==> config.mk <==
export PLATFORM = sky130hd
export DESIGN_NAME = lh_hash_sequencer
export DESIGN_NICKNAME = d
export VERILOG_FILES = /design/src/rtl/lh_pkg.sv /design/src/rtl/lh_sbox.sv /design/src/rtl/lh_hash_sequencer.sv
export SDC_FILE = /design/constraint.sdc
export NUM_CORES = 1
export LEC_CHECK = 0
export CAP_MARGIN = 30
export CELL_PAD_IN_SITES_DETAIL_PLACEMENT = 1
export CELL_PAD_IN_SITES_GLOBAL_PLACEMENT = 1
export CORE_UTILIZATION = 50
export DETAILED_ROUTE_END_ITERATION = 8
export PLACE_DENSITY_LB_ADDON = 0.1
export SETUP_SLACK_MARGIN = 0.15
export SLEW_MARGIN = 0
export SYNTH_ARGS = -nofsm -noshare
export SYNTH_HDL_FRONTEND = slang
export SYNTH_SLANG_ARGS = --single-unit
==> constraint.sdc <==
create_clock -name i_clk -period 35.4 [get_ports i_clk]
set_input_delay 10.62 -clock i_clk [delete_from_list [all_inputs] [get_ports i_clk]]
set_output_delay 10.62 -clock i_clk [all_outputs]
set_load 0.01 [all_outputs]
==> src/rtl/lh_pkg.sv <==
// Shared constants, state encoding and helpers for the light-hash sequencer.
// LH_SEQ_ERR_STICKY_EN (see lh_hash_sequencer) does not affect this package.
package lh_pkg;

  localparam logic [63:0] LH_IV          = 64'h34550F14DAC02BEE;
  localparam logic [7:0]  LH_START_CHAR  = 8'hFF;
  localparam logic [7:0]  LH_FINISH_CHAR = 8'h00;

  typedef enum logic [1:0] {ST_IDLE, ST_OPEN, ST_ROUND} lh_seq_state_t;

  function automatic logic [7:0] iv_byte(input int unsigned k);
    return LH_IV[63-8*k -: 8];
  endfunction

  function automatic logic [7:0] rotl8(input logic [7:0] b, input logic [2:0] amt);
    logic [15:0] d;
    d = {b, b} << amt;
    return d[15:8];
  endfunction

  function automatic logic is_valid_char(input logic [7:0] b);
    return (b >= 8'h30 && b <= 8'h39) || (b >= 8'h41 && b <= 8'h5A) ||
           (b >= 8'h61 && b <= 8'h7A);
  endfunction

  // GF(2^8) multiply modulo x^8+x^4+x^3+x+1.
  function automatic logic [7:0] gf_mul(input logic [7:0] a, input logic [7:0] b);
    logic [7:0] p;
    logic [7:0] x;
    p = 8'h00;
    x = a;
    for (int k = 0; k < 8; k++) begin
      if (b[k]) p = p ^ x;
      x = {x[6:0], 1'b0} ^ (x[7] ? 8'h1B : 8'h00);
    end
    return p;
  endfunction

  function automatic logic [7:0] aes_affine(input logic [7:0] b);
    return b ^ rotl8(b, 3'd1) ^ rotl8(b, 3'd2) ^ rotl8(b, 3'd3) ^ rotl8(b, 3'd4) ^ 8'h63;
  endfunction

  // Slow S-box by inverse search; reference use only.
  function automatic logic [7:0] ref_sbox(input logic [7:0] x);
    logic [7:0] inv;
    inv = 8'h00;
    for (int y = 1; y < 256; y++)
      if (gf_mul(x, 8'(y)) == 8'h01) inv = 8'(y);
    return aes_affine(inv);
  endfunction

  // Digest of a character string (first char in the MSBs of the n used bytes).
  function automatic logic [63:0] lh_ref_digest(input logic [63:0] chars,
                                                input int unsigned n,
                                                input int unsigned rounds);
    logic [7:0]  h [8];
    logic [7:0]  c;
    logic [63:0] d;
    for (int k = 0; k < 8; k++) h[k] = iv_byte(k);
    for (int unsigned j = 0; j < n; j++) begin
      c = chars[8*(n-1-j) +: 8];
      if (is_valid_char(c))
        for (int unsigned r = 0; r < rounds; r++)
          for (int i = 0; i < 8; i++)
            h[i] = ref_sbox(rotl8(h[(i+2)%8] ^ c, 3'(i)));
    end
    for (int k = 0; k < 8; k++) d[63-8*k -: 8] = h[k];
    return d;
  endfunction

endpackage

==> src/rtl/lh_sbox.sv <==
// Combinational AES S-box: inverse as x^254 by square-and-multiply, then affine map.
module lh_sbox
  import lh_pkg::*;
(
  input  logic [7:0] i_x,
  output logic [7:0] o_y
);

  logic [7:0] w_p;
  logic [7:0] w_inv;

  always_comb begin
    w_p   = i_x;
    w_inv = 8'h01;
    // 254 = 2+4+...+128; zero maps to zero naturally.
    for (int k = 1; k < 8; k++) begin
      w_p   = gf_mul(w_p, w_p);
      w_inv = gf_mul(w_inv, w_p);
    end
    o_y = aes_affine(w_inv);
  end

endmodule

==> src/rtl/lh_hash_sequencer.sv <==
// Sequenced light-hash core: framed char stream in, one S-box update per cycle.
// Define LH_SEQ_ERR_STICKY_EN to make an invalid char poison the open message.
module lh_hash_sequencer
  import lh_pkg::*;
#(
  parameter int unsigned ROUNDS = 32
) (
  input  logic        i_clk,
  input  logic        i_rst,
  input  logic [7:0]  i_ptxt_char,
  input  logic        i_ptxt_valid,
  output logic        o_ptxt_ready,
  output logic [63:0] o_digest,
  output logic        o_digest_valid,
  output logic        o_busy,
  output logic        o_err_invalid_ptxt_char
);

  localparam logic [7:0] LAST_R = 8'(ROUNDS - 1);

  lh_seq_state_t r_state;
  logic [7:0]    r_h [8];
  logic [7:0]    r_c;
  logic [2:0]    r_i;
  logic [7:0]    r_r;
  logic          r_ready;
  logic          r_busy;
  logic          r_dv;
  logic          r_err;
  logic [63:0]   r_digest;

  logic          w_xfer;
  logic          w_blocked;
  logic [7:0]    w_t;
  logic [7:0]    w_sb;
  logic [63:0]   w_h_flat;

`ifdef LH_SEQ_ERR_STICKY_EN
  logic r_sticky;
  assign w_blocked = r_sticky;
`else
  assign w_blocked = 1'b0;
`endif

  assign w_xfer = i_ptxt_valid & r_ready;
  assign w_t    = rotl8(r_h[r_i + 3'd2] ^ r_c, r_i);

  always_comb begin
    w_h_flat = '0;
    for (int k = 0; k < 8; k++) w_h_flat[63-8*k -: 8] = r_h[k];
  end

  lh_sbox u_sbox (.i_x(w_t), .o_y(w_sb));

  always_ff @(posedge i_clk) begin
    if (i_rst) begin
      r_state  <= ST_IDLE;
      for (int k = 0; k < 8; k++) r_h[k] <= iv_byte(k);
      r_c      <= '0;
      r_i      <= '0;
      r_r      <= '0;
      r_ready  <= 1'b1;
      r_busy   <= 1'b0;
      r_dv     <= 1'b0;
      r_err    <= 1'b0;
      r_digest <= '0;
`ifdef LH_SEQ_ERR_STICKY_EN
      r_sticky <= 1'b0;
`endif
    end else begin
      r_dv  <= 1'b0;
      r_err <= w_blocked;
      case (r_state)
        ST_IDLE: if (w_xfer) begin
          if (i_ptxt_char == LH_START_CHAR) begin
            for (int k = 0; k < 8; k++) r_h[k] <= iv_byte(k);
            r_state <= ST_OPEN;
`ifdef LH_SEQ_ERR_STICKY_EN
            r_sticky <= 1'b0;
            r_err    <= 1'b0;
`endif
          end else begin
            r_err <= 1'b1;
          end
        end
        ST_OPEN: if (w_xfer) begin
          if (i_ptxt_char == LH_START_CHAR) begin
            for (int k = 0; k < 8; k++) r_h[k] <= iv_byte(k);
`ifdef LH_SEQ_ERR_STICKY_EN
            r_sticky <= 1'b0;
            r_err    <= 1'b0;
`endif
          end else if (i_ptxt_char == LH_FINISH_CHAR) begin
            r_digest <= w_blocked ? '0 : w_h_flat;
            r_dv     <= 1'b1;
            r_state  <= ST_IDLE;
          end else if (is_valid_char(i_ptxt_char)) begin
            // A poisoned message still consumes chars, it just skips the rounds.
            if (!w_blocked) begin
              r_c     <= i_ptxt_char;
              r_i     <= '0;
              r_r     <= '0;
              r_ready <= 1'b0;
              r_busy  <= 1'b1;
              r_state <= ST_ROUND;
            end
          end else begin
            r_err <= 1'b1;
`ifdef LH_SEQ_ERR_STICKY_EN
            r_sticky <= 1'b1;
`endif
          end
        end
        ST_ROUND: begin
          r_h[r_i] <= w_sb;
          r_i      <= r_i + 3'd1;
          if (r_i == 3'd7) begin
            r_r <= r_r + 8'd1;
            if (r_r == LAST_R) begin
              r_state <= ST_OPEN;
              r_ready <= 1'b1;
              r_busy  <= 1'b0;
            end
          end
        end
        default: r_state <= ST_IDLE;
      endcase
    end
  end

  // Masked during reset so no source sees a ready it cannot use.
  assign o_ptxt_ready            = r_ready & ~i_rst;
  assign o_digest                = r_digest;
  assign o_digest_valid          = r_dv;
  assign o_busy                  = r_busy;
  assign o_err_invalid_ptxt_char = r_err;

endmodule

## Word level (Yosys, flattened, before mapping)

Memory sizes are Yosys's and may differ from the RTL's. A register that Yosys moved wholly into a read port is not among the register bits.
Cells that the tools add are included.

- Register bits after elaboration: 25
- Memories kept: 1
- RAM bits: 64
- Input bits: 11
- Bits in latches: 0
- Memory bits (read-only): 0
- Logic and storage cells: 544
- Output and inout bits: 68

Memory list:

| name | words | width | rd ports | clocked after Yosys merged registers in | wr ports | line | source |
|---|---|---|---|---|---|---|---|
| r_h | 8 | 8 | 9 | 8 | 8 | lh_hash_sequencer.sv:22 | `logic [7:0] r_h [8];` |

- Divide/modulo/power cells: 0
- $add $sub $neg: 3
- Multipliers: 0
- Equality and inequality tests: 14
- Reduce and logical (&&, ||, !) cells: 16
- Magnitude comparators: 6
- Bitwise logic cells: 218
- Muxes and demuxes: 277
- Shift-type cells: 1

Operator list:

| operator | number |
|---|---|
| bitwise XOR 8 bit | 187 |
| 2-to-1 mux 8 bit | 127 |
| 2-to-1 mux 5 bit | 92 |
| 2-to-1 mux 1 bit | 34 |
| 2-to-1 mux 2 bit | 9 |
| 2-to-1 mux 3 bit | 6 |
| >= comparator 8 x 7 -> 1 bit (second input constant) | 2 |
| <= comparator 8 x 7 -> 1 bit (second input constant) | 2 |
| inequality test 2 bit (second input constant) | 8 |
| OR 1 bit | 16 |
| case mux 8 bit (2 select lines) | 1 |
| << shifter 16 x 3 -> 16 bit | 1 |
| AND reduction 7 bit | 2 |
| AND reduction 5 bit | 2 |
| adder 8 x 1 -> 8 bit (second input constant) | 1 |
| == test 8 x 5 -> 1 bit (second input constant) | 1 |
| == test 8 bit (second input constant) | 1 |
| >= comparator 8 x 6 -> 1 bit (second input constant) | 1 |
| <= comparator 8 x 6 -> 1 bit (second input constant) | 1 |
| zero test 8 bit | 1 |
| OR reduction 8 bit | 1 |
| 2-to-1 mux 7 bit | 1 |
| inverter 1 bit (first input constant) | 7 |
| 2-to-1 mux 6 bit | 1 |
| other kinds (20) | 30 |

## Longest topological paths before layout

Gate-level depths: netlist (run 1).
An unclocked memory read counts as a cell.

- Word-level depth: 137
- Gate-level depth with buffers: 79
- Gate-level depth less buffers: 64

## By module

A second synthesis (run 1) with hierarchy kept.

- Cells, all modules: 2,608
- Area, all modules: 22,079.9 um^2

By module, submodules not included:

| module | area each (um^2) | instances | cells each |
|---|---|---|---|
| lh_sbox | 15,220.8 | 1 | 1,942 |
| lh_hash_sequencer | 6,859.1 | 1 | 666 |

## Worst setup path after synthesis (run 1)

No wires, ideal clock.

- Path kind: in2out
- From: in i_rst
- To: out o_ptxt_ready
- Path buffers: 2
- Arrival time: 11.142 ns
- Stages: 3
- Path slack: 13.638 ns
- Required time: 24.780 ns
- Cell sequence: clkbuf_1 > clkbuf_1 > nor2b_1

- Cells in the longest elaborated chain, start to end: 2

Ends and longest elaborated chain:

| element | line | source |
|---|---|---|
| from (decl) | lh_hash_sequencer.sv:9 | `input logic i_rst,` |
| inverter 1 bit | lh_hash_sequencer.sv:132 | `assign o_ptxt_ready = r_ready & ~i_rst;` |
| AND 1 bit | lh_hash_sequencer.sv:132 |  |
| to (decl) | lh_hash_sequencer.sv:12 | `output logic o_ptxt_ready,` |

Every way passes these cells.

## Final worst setup path (run 1)

Ends and elaborated chain as after synthesis.

==> flow_summary_export.csv, run 1 <==
group,metric,value,unit
floorplan,die_w,216,um
cells_and_area,fillers,5384,
clock_network,numCtsBuffers,17,
routing,detail-route-antenna-nets,0,
timing,finalSetupViolCount,0,
yosys,ys_seq_area_share,16.2,%
yosys,synth_cell_types,120,
critical_path,path_class,"in -> out",
routing,drt_iter0_drc,1677,
yosys,synth_edf_count,64,
grt,grt_pass1_vias,21886,
floorplan,rows,77,
place,gp_congestion,0.902,
timing,maxSlewViolCount,0,
floorplan,die_area,46500,um2
timing,timing.fmax,44.4,MHz
yosys,syn_area_per_cell,8.12,um2
grt,grt_max_degree,65,
cells_and_area,fin_nets,2828,
run,drv_cap,0,
place,dpl.hpwl,56.2,mm
floorplan,initial_core_util,51.2,%
yosys,syn-instance-count,2812,
clock_network,clk_pin_slew,70,ps
clock_network,cts-htree-levels,4,
floorplan,die_y,216,um
yosys,yosysWarnings,0,
clock_network,cts_max_path_buffers,2,
clock_network,clk_latency,440,ps
critical_path,crit_required,24780,ps
clock_network,cts_hold_buf,0,
clock_network,cts_tree,"built",
clock_network,cts_setup_buffers,0,
clock_network,cts_resized,0,
routing,post_drt_wl_per_cell,22.5,um
routing,wirelength,76.7,mm
place,numPlacedInstances,3374,
timing,grt_setup_unrepaired,"false",
floorplan,core_region_area,44600,um2
routing,vias,21372,
timing,fin_skew,12.5,ps
routing,drtPass1Iterations,5,
timing,tightestPinTransition,1090,ps
timing,maxSlewHeadroom,26.9,%
cells_and_area,drive_above_1_share,9.38,%
cells_and_area,antenna_cells,0,
timing,period_share,63.6,%
grt,grt_pass1_wl,123,mm
clock_network,cts_root_buffer,"clkbuf_16",
yosys,synth-async-reset-ratio,0,%
timing,fin_setup_tns,0,ps
floorplan,ios,79,
place,portBuffers,78,
yosys,synthFlopType,"dfxtp_1",
routing,drc_errors,0,
routing,routed_via_density,6.27,
yosys,ys_seq_elements,153,
timing,worst_hold_slack,457,ps
grt,grt-ovfl-total,0,
clock_network,cts.sinks,153,
yosys,synth_area,22800,um2
grt,grtUsageTotal,32.6,%
critical_path,critPathMaxFanout,43,
grt,antenna_found_initial,0,
critical_path,endpoint_kind,"primary output",
critical_path,cp-start-kind,"input pin",
timing,hold_violations,0,
run_status,run_status,"finished, final reports clean",
cells_and_area,final_util,55.5,%
yosys,syn_nets,2837,
critical_path,crit_arrival,11900,ps
cells_and_area,area_growth,8.56,%
timing,fin_crit,22520,ps
cells_and_area,final_cells,3408,
hold_path,hold_class,"reg -> reg",
## through the flow
step / worst slack, ps / instance area [um2]
2_1_floorplan: 13640 / 22800
3_3_place_gp: 12890 / 24200
3_5_place_dp: 12840 / 24200
4_1_cts: 12850 / 24800
5_1_grt: 11980 / 24800
6_report: 12880 / 24800
## state kept, by name (all words and copies together) (netlist names), 2 cells and up
register / flops
r_h: 64
r_state: 2
r_r: 8
o_digest: 64
r_i: 3
r_c: 8
## cells by family (layout without fill, tap and decap cells)
kind of cell,count (synthesis),after routing,synth area share (%)
buffers and inverters,213,217,4.09
AND/OR/NAND/NOR,1083,1083,21.0
AO/OA/AOI/OAI,626,626,18.5
multiplexers,119,119,5.76
adder cells (fa/ha/maj),14,14,0.767
flip-flops,153,153,16.2
XOR/XNOR,604,604,33.6
## worst paths after layout
kind           startpoint           end  slack (ps)  depth (start not counted)
min reg2reg  o_digest[26]  o_digest[26]         460                          2
min          o_digest[26]  o_digest[26]         460                          2
max reg2reg        r_i[1]     r_h[0][2]       13380                         64
max                 i_rst  o_ptxt_ready       12880                          3
## synth_stat cells (all sizes together), types with 11 or more instances
library cell	n	area, um2
buf	65	377
nor4	13	109
xnor2	376	3690
and2	26	165
nor2b	11	68.8
o21a	11	82.6
xnor3	113	2560
xor2	97	977
dfxtp	89	1780
mux2i	96	1000
a21o	14	105
and3	15	93.8
inv	31	116
clkbuf	116	438
a221oi	14	165
o211ai	27	203
o21ai	119	599
o22ai	28	188
a21oi	202	1040
edfxtp	64	1920
a31oi	24	150
a211oi	25	203
ha	14	175
or3	24	155
mux2	19	221
nor2	384	1440
o2111ai	12	105
nand2b	13	81.3
xor3	18	432
nand3	82	410
nand2	377	1420
a22oi	25	188
or2	20	128
nor3	81	433
## area by class of cell
| type | count | area (um2) | area share, % |
|---|---|---|---|
| multi-input combinational | 2446 | 18300 | 73.8 |
| sequential | 153 | 3700 | 15.0 |
| timing repair buffer | 153 | 1350 | 5.45 |
| tap | 592 | 741 | 2.99 |
| clock inverter | 15 | 139 | 0.560 |
| clock buffer | 17 | 425 | 1.72 |
| inverter | 32 | 120 | 0.485 |
## cells in the final DEF, fill, tap and decap left out, types with 17 or more instances in the layout
master and count:
a211oi_1 22, a21oi_1 196, a22oi_1 25, a31oi_1 24
and2_1 22, buf_4 73, clkbuf_16 17, clkdlybuf4s50_1 77
dfxtp_1 88, edfxtp_1 64, inv_1 27, mux2i_1 92
nand2_1 376, nand3_1 81, nor2_1 383, nor3_1 77
o211ai_1 27, o21ai_0 98, o21ai_1 20, o22ai_1 26
or3_1 23, xnor2_1 329, xnor2_2 36, xnor3_1 99
xor2_1 80
## critical path: stages
cell and delay, ps:
buf_2 640, nor2b_1 120, clkdlybuf4s50_1 510
## layer usage
layer	vias up	track usage (%)	wire length, um
met1	10736	42.9	32700
met5	-	0	0
met4	0	9.15	1990
li1	9903	-	-
met2	622	57.4	38500
met3	111	2.16	3470
Power of run 1 is left out: the tool's default activity adds up to more than one toggle a clock period on the data nets, which glitch-free logic cannot reach.
==> run 2: changes to the inputs <==
--- a/config.mk
+++ b/config.mk
@@ -8,7 +8,7 @@
 export CAP_MARGIN = 30
 export CELL_PAD_IN_SITES_DETAIL_PLACEMENT = 1
 export CELL_PAD_IN_SITES_GLOBAL_PLACEMENT = 1
-export CORE_UTILIZATION = 50
+export CORE_UTILIZATION = 49
 export DETAILED_ROUTE_END_ITERATION = 8
 export PLACE_DENSITY_LB_ADDON = 0.1
 export SETUP_SLACK_MARGIN = 0.15
==> constraint.sdc (replaced) <==
create_clock -name i_clk -period 23.1 [get_ports i_clk]
set_input_delay 6.93 -clock i_clk [delete_from_list [all_inputs] [get_ports i_clk]]
set_output_delay 6.93 -clock i_clk [all_outputs]
set_load 0.01 [all_outputs]
==> run 2 against run 1 <==
Compared with the run above:
- critical endpoint is now r_h[6][1]
- first-iteration DRC count up 15%
- sequential share of layout area about the same
- critical path type is now reg -> reg
- non-clock buffer count up 1
- clock skew up 2.3 ps
==> flow_summary_export.csv, run 2 (synthesis gave the netlist of run 1 again) <==
group,metric,value,unit
run_status,run_status,"finished, final reports clean",
run,drv_cap,0,
clock_network,cts_max_path_buffers,2,
timing,timing.fmax,45.9,MHz
floorplan,die_area,47400,um2
cells_and_area,fin_nets,2829,
grt,grt_pass1_wl,128,mm
routing,drc_errors,0,
critical_path,path_class,"reg -> reg",
critical_path,cp-start-kind,"flop",
timing,period_share,94.2,%
critical_path,crit_arrival,21930,ps
hold_path,hold_class,"reg -> reg",
routing,drt_iter0_drc,1927,
critical_path,path_buf_inv,7,
floorplan,ios,79,
floorplan,die_w,218,um
grt,antenna_found_initial,0,
timing,fin_setup_tns,0,ps
clock_network,numCtsBuffers,17,
grt,grt_use_met3,3.49,%
grt,grt_util_met2,57.8,%
timing,finalSetupViolCount,0,
cells_and_area,final_cell_mix,"nor2_1 (383), nand2_1 (376), xnor2_1 (329)",
critical_path,crit_top_cell,"xnor2_1",
grt,grt_pass1_vias,22236,
clock_network,cts_root_buffer,"clkbuf_16",
floorplan,rows,78,
clock_network,cts_tree,"built",
routing,vias,21727,
critical_path,crit_family,"XOR/XNOR gates",
cells_and_area,layout_commonest_cell,"nor2_1",
timing,fin_skew,14.8,ps
critical_path,critPathMaxFanout,34,
routing,routed_via_density,6.36,
place,gp_congestion,0.961,
timing,fin_crit,21760,ps
place,portBuffers,78,
cells_and_area,fillers,5495,
clock_network,cts_hold_buf,0,
routing,post_drt_wl_per_cell,23.7,um
clock_network,cts_setup_buffers,0,
cells_and_area,area_growth,8.87,%
timing,maxSlewHeadroom,27.3,%
clock_network,clk_pin_slew,70,ps
routing,wirelength,80.9,mm
grt,grtUsageTotal,34.1,%
place,dpl.hpwl,60.2,mm
cells_and_area,drive_above_1_share,9.44,%
floorplan,die_y,218,um
timing,hold_violations,0,
routing,drtPass1Iterations,5,
floorplan,initial_core_util,50.0,%
critical_path,crit_slowest_cell,"dfxtp_2",
clock_network,cts-htree-levels,4,
critical_path,endpoint_kind,"flop",
routing,detail-route-antenna-nets,0,
timing,tightestPinTransition,1090,ps
timing,maxSlewViolCount,0,
critical_path,crit_required,23260,ps
floorplan,core_region_area,45700,um2
grt,grt_max_degree,87,
timing,grt_setup_unrepaired,"false",
grt,grt_busiest_layer,"met2",
grt,grt-ovfl-total,0,
critical_path,cpPeakStageDelay,930,ps
cells_and_area,antenna_cells,0,
clock_network,cts.sinks,153,
clock_network,clk_latency,440,ps
clock_network,cts_resized,0,
grt,grt_util_met1,45.5,%
## run 2: metrics by stage
stage	utilization, %	area (um2)	cells	setup WS (ps)	hold slack [ps]
final	54.4	24900	3417	1340	451
after floorplan	-	22800	2812	4400	444
after global placement	52.9	24200	3378	2150	438
after CTS	54.4	24800	3416	1520	455
after global routing	54.4	24900	3417	268	478
after detailed placement	53.1	24200	3384	1640	447
## run 2: worst paths after layout
kind,endpoint,cells after the start,slack [ps],startpoint
worst min register to register,o_digest[22],2,450,o_digest[22]
worst max-delay path,r_h[6][1],65,1340,r_i[1]
worst min-delay path,o_digest[22],2,450,o_digest[22]
worst max register to register,r_h[6][1],65,1340,r_i[1]
## run 2: layout make-up
cell class	instances	area, um2	area share [%]
clock buffer	19	443	1.78
clock inverter	13	153	0.614
inverter	32	120	0.483
multi-input combinational	2446	18300	73.7
sequential	153	3700	14.9
tap	600	751	3.02
timing repair buffer	154	1360	5.48
## run 2: worst reg2reg max path: cells and delay by family, from the launching register on
family                     cells  cell delay, ps
and+or+nand+nor                9            1760
muxes                          3             650
AOI/OAI and AO/OA             17            4600
xor gates and xnor gates      24            9990
buffers and inverters          7            1360
adders and majority gates      5            2230
DFF                            1             930
## run 2: per-layer routing
layer,vias up,wire [um]
met2,739,39400
met1,10908,34700
met4,0,2260
met5,-,0
li1,9930,-
met3,150,4540
Power of run 2 is left out for the same reason.
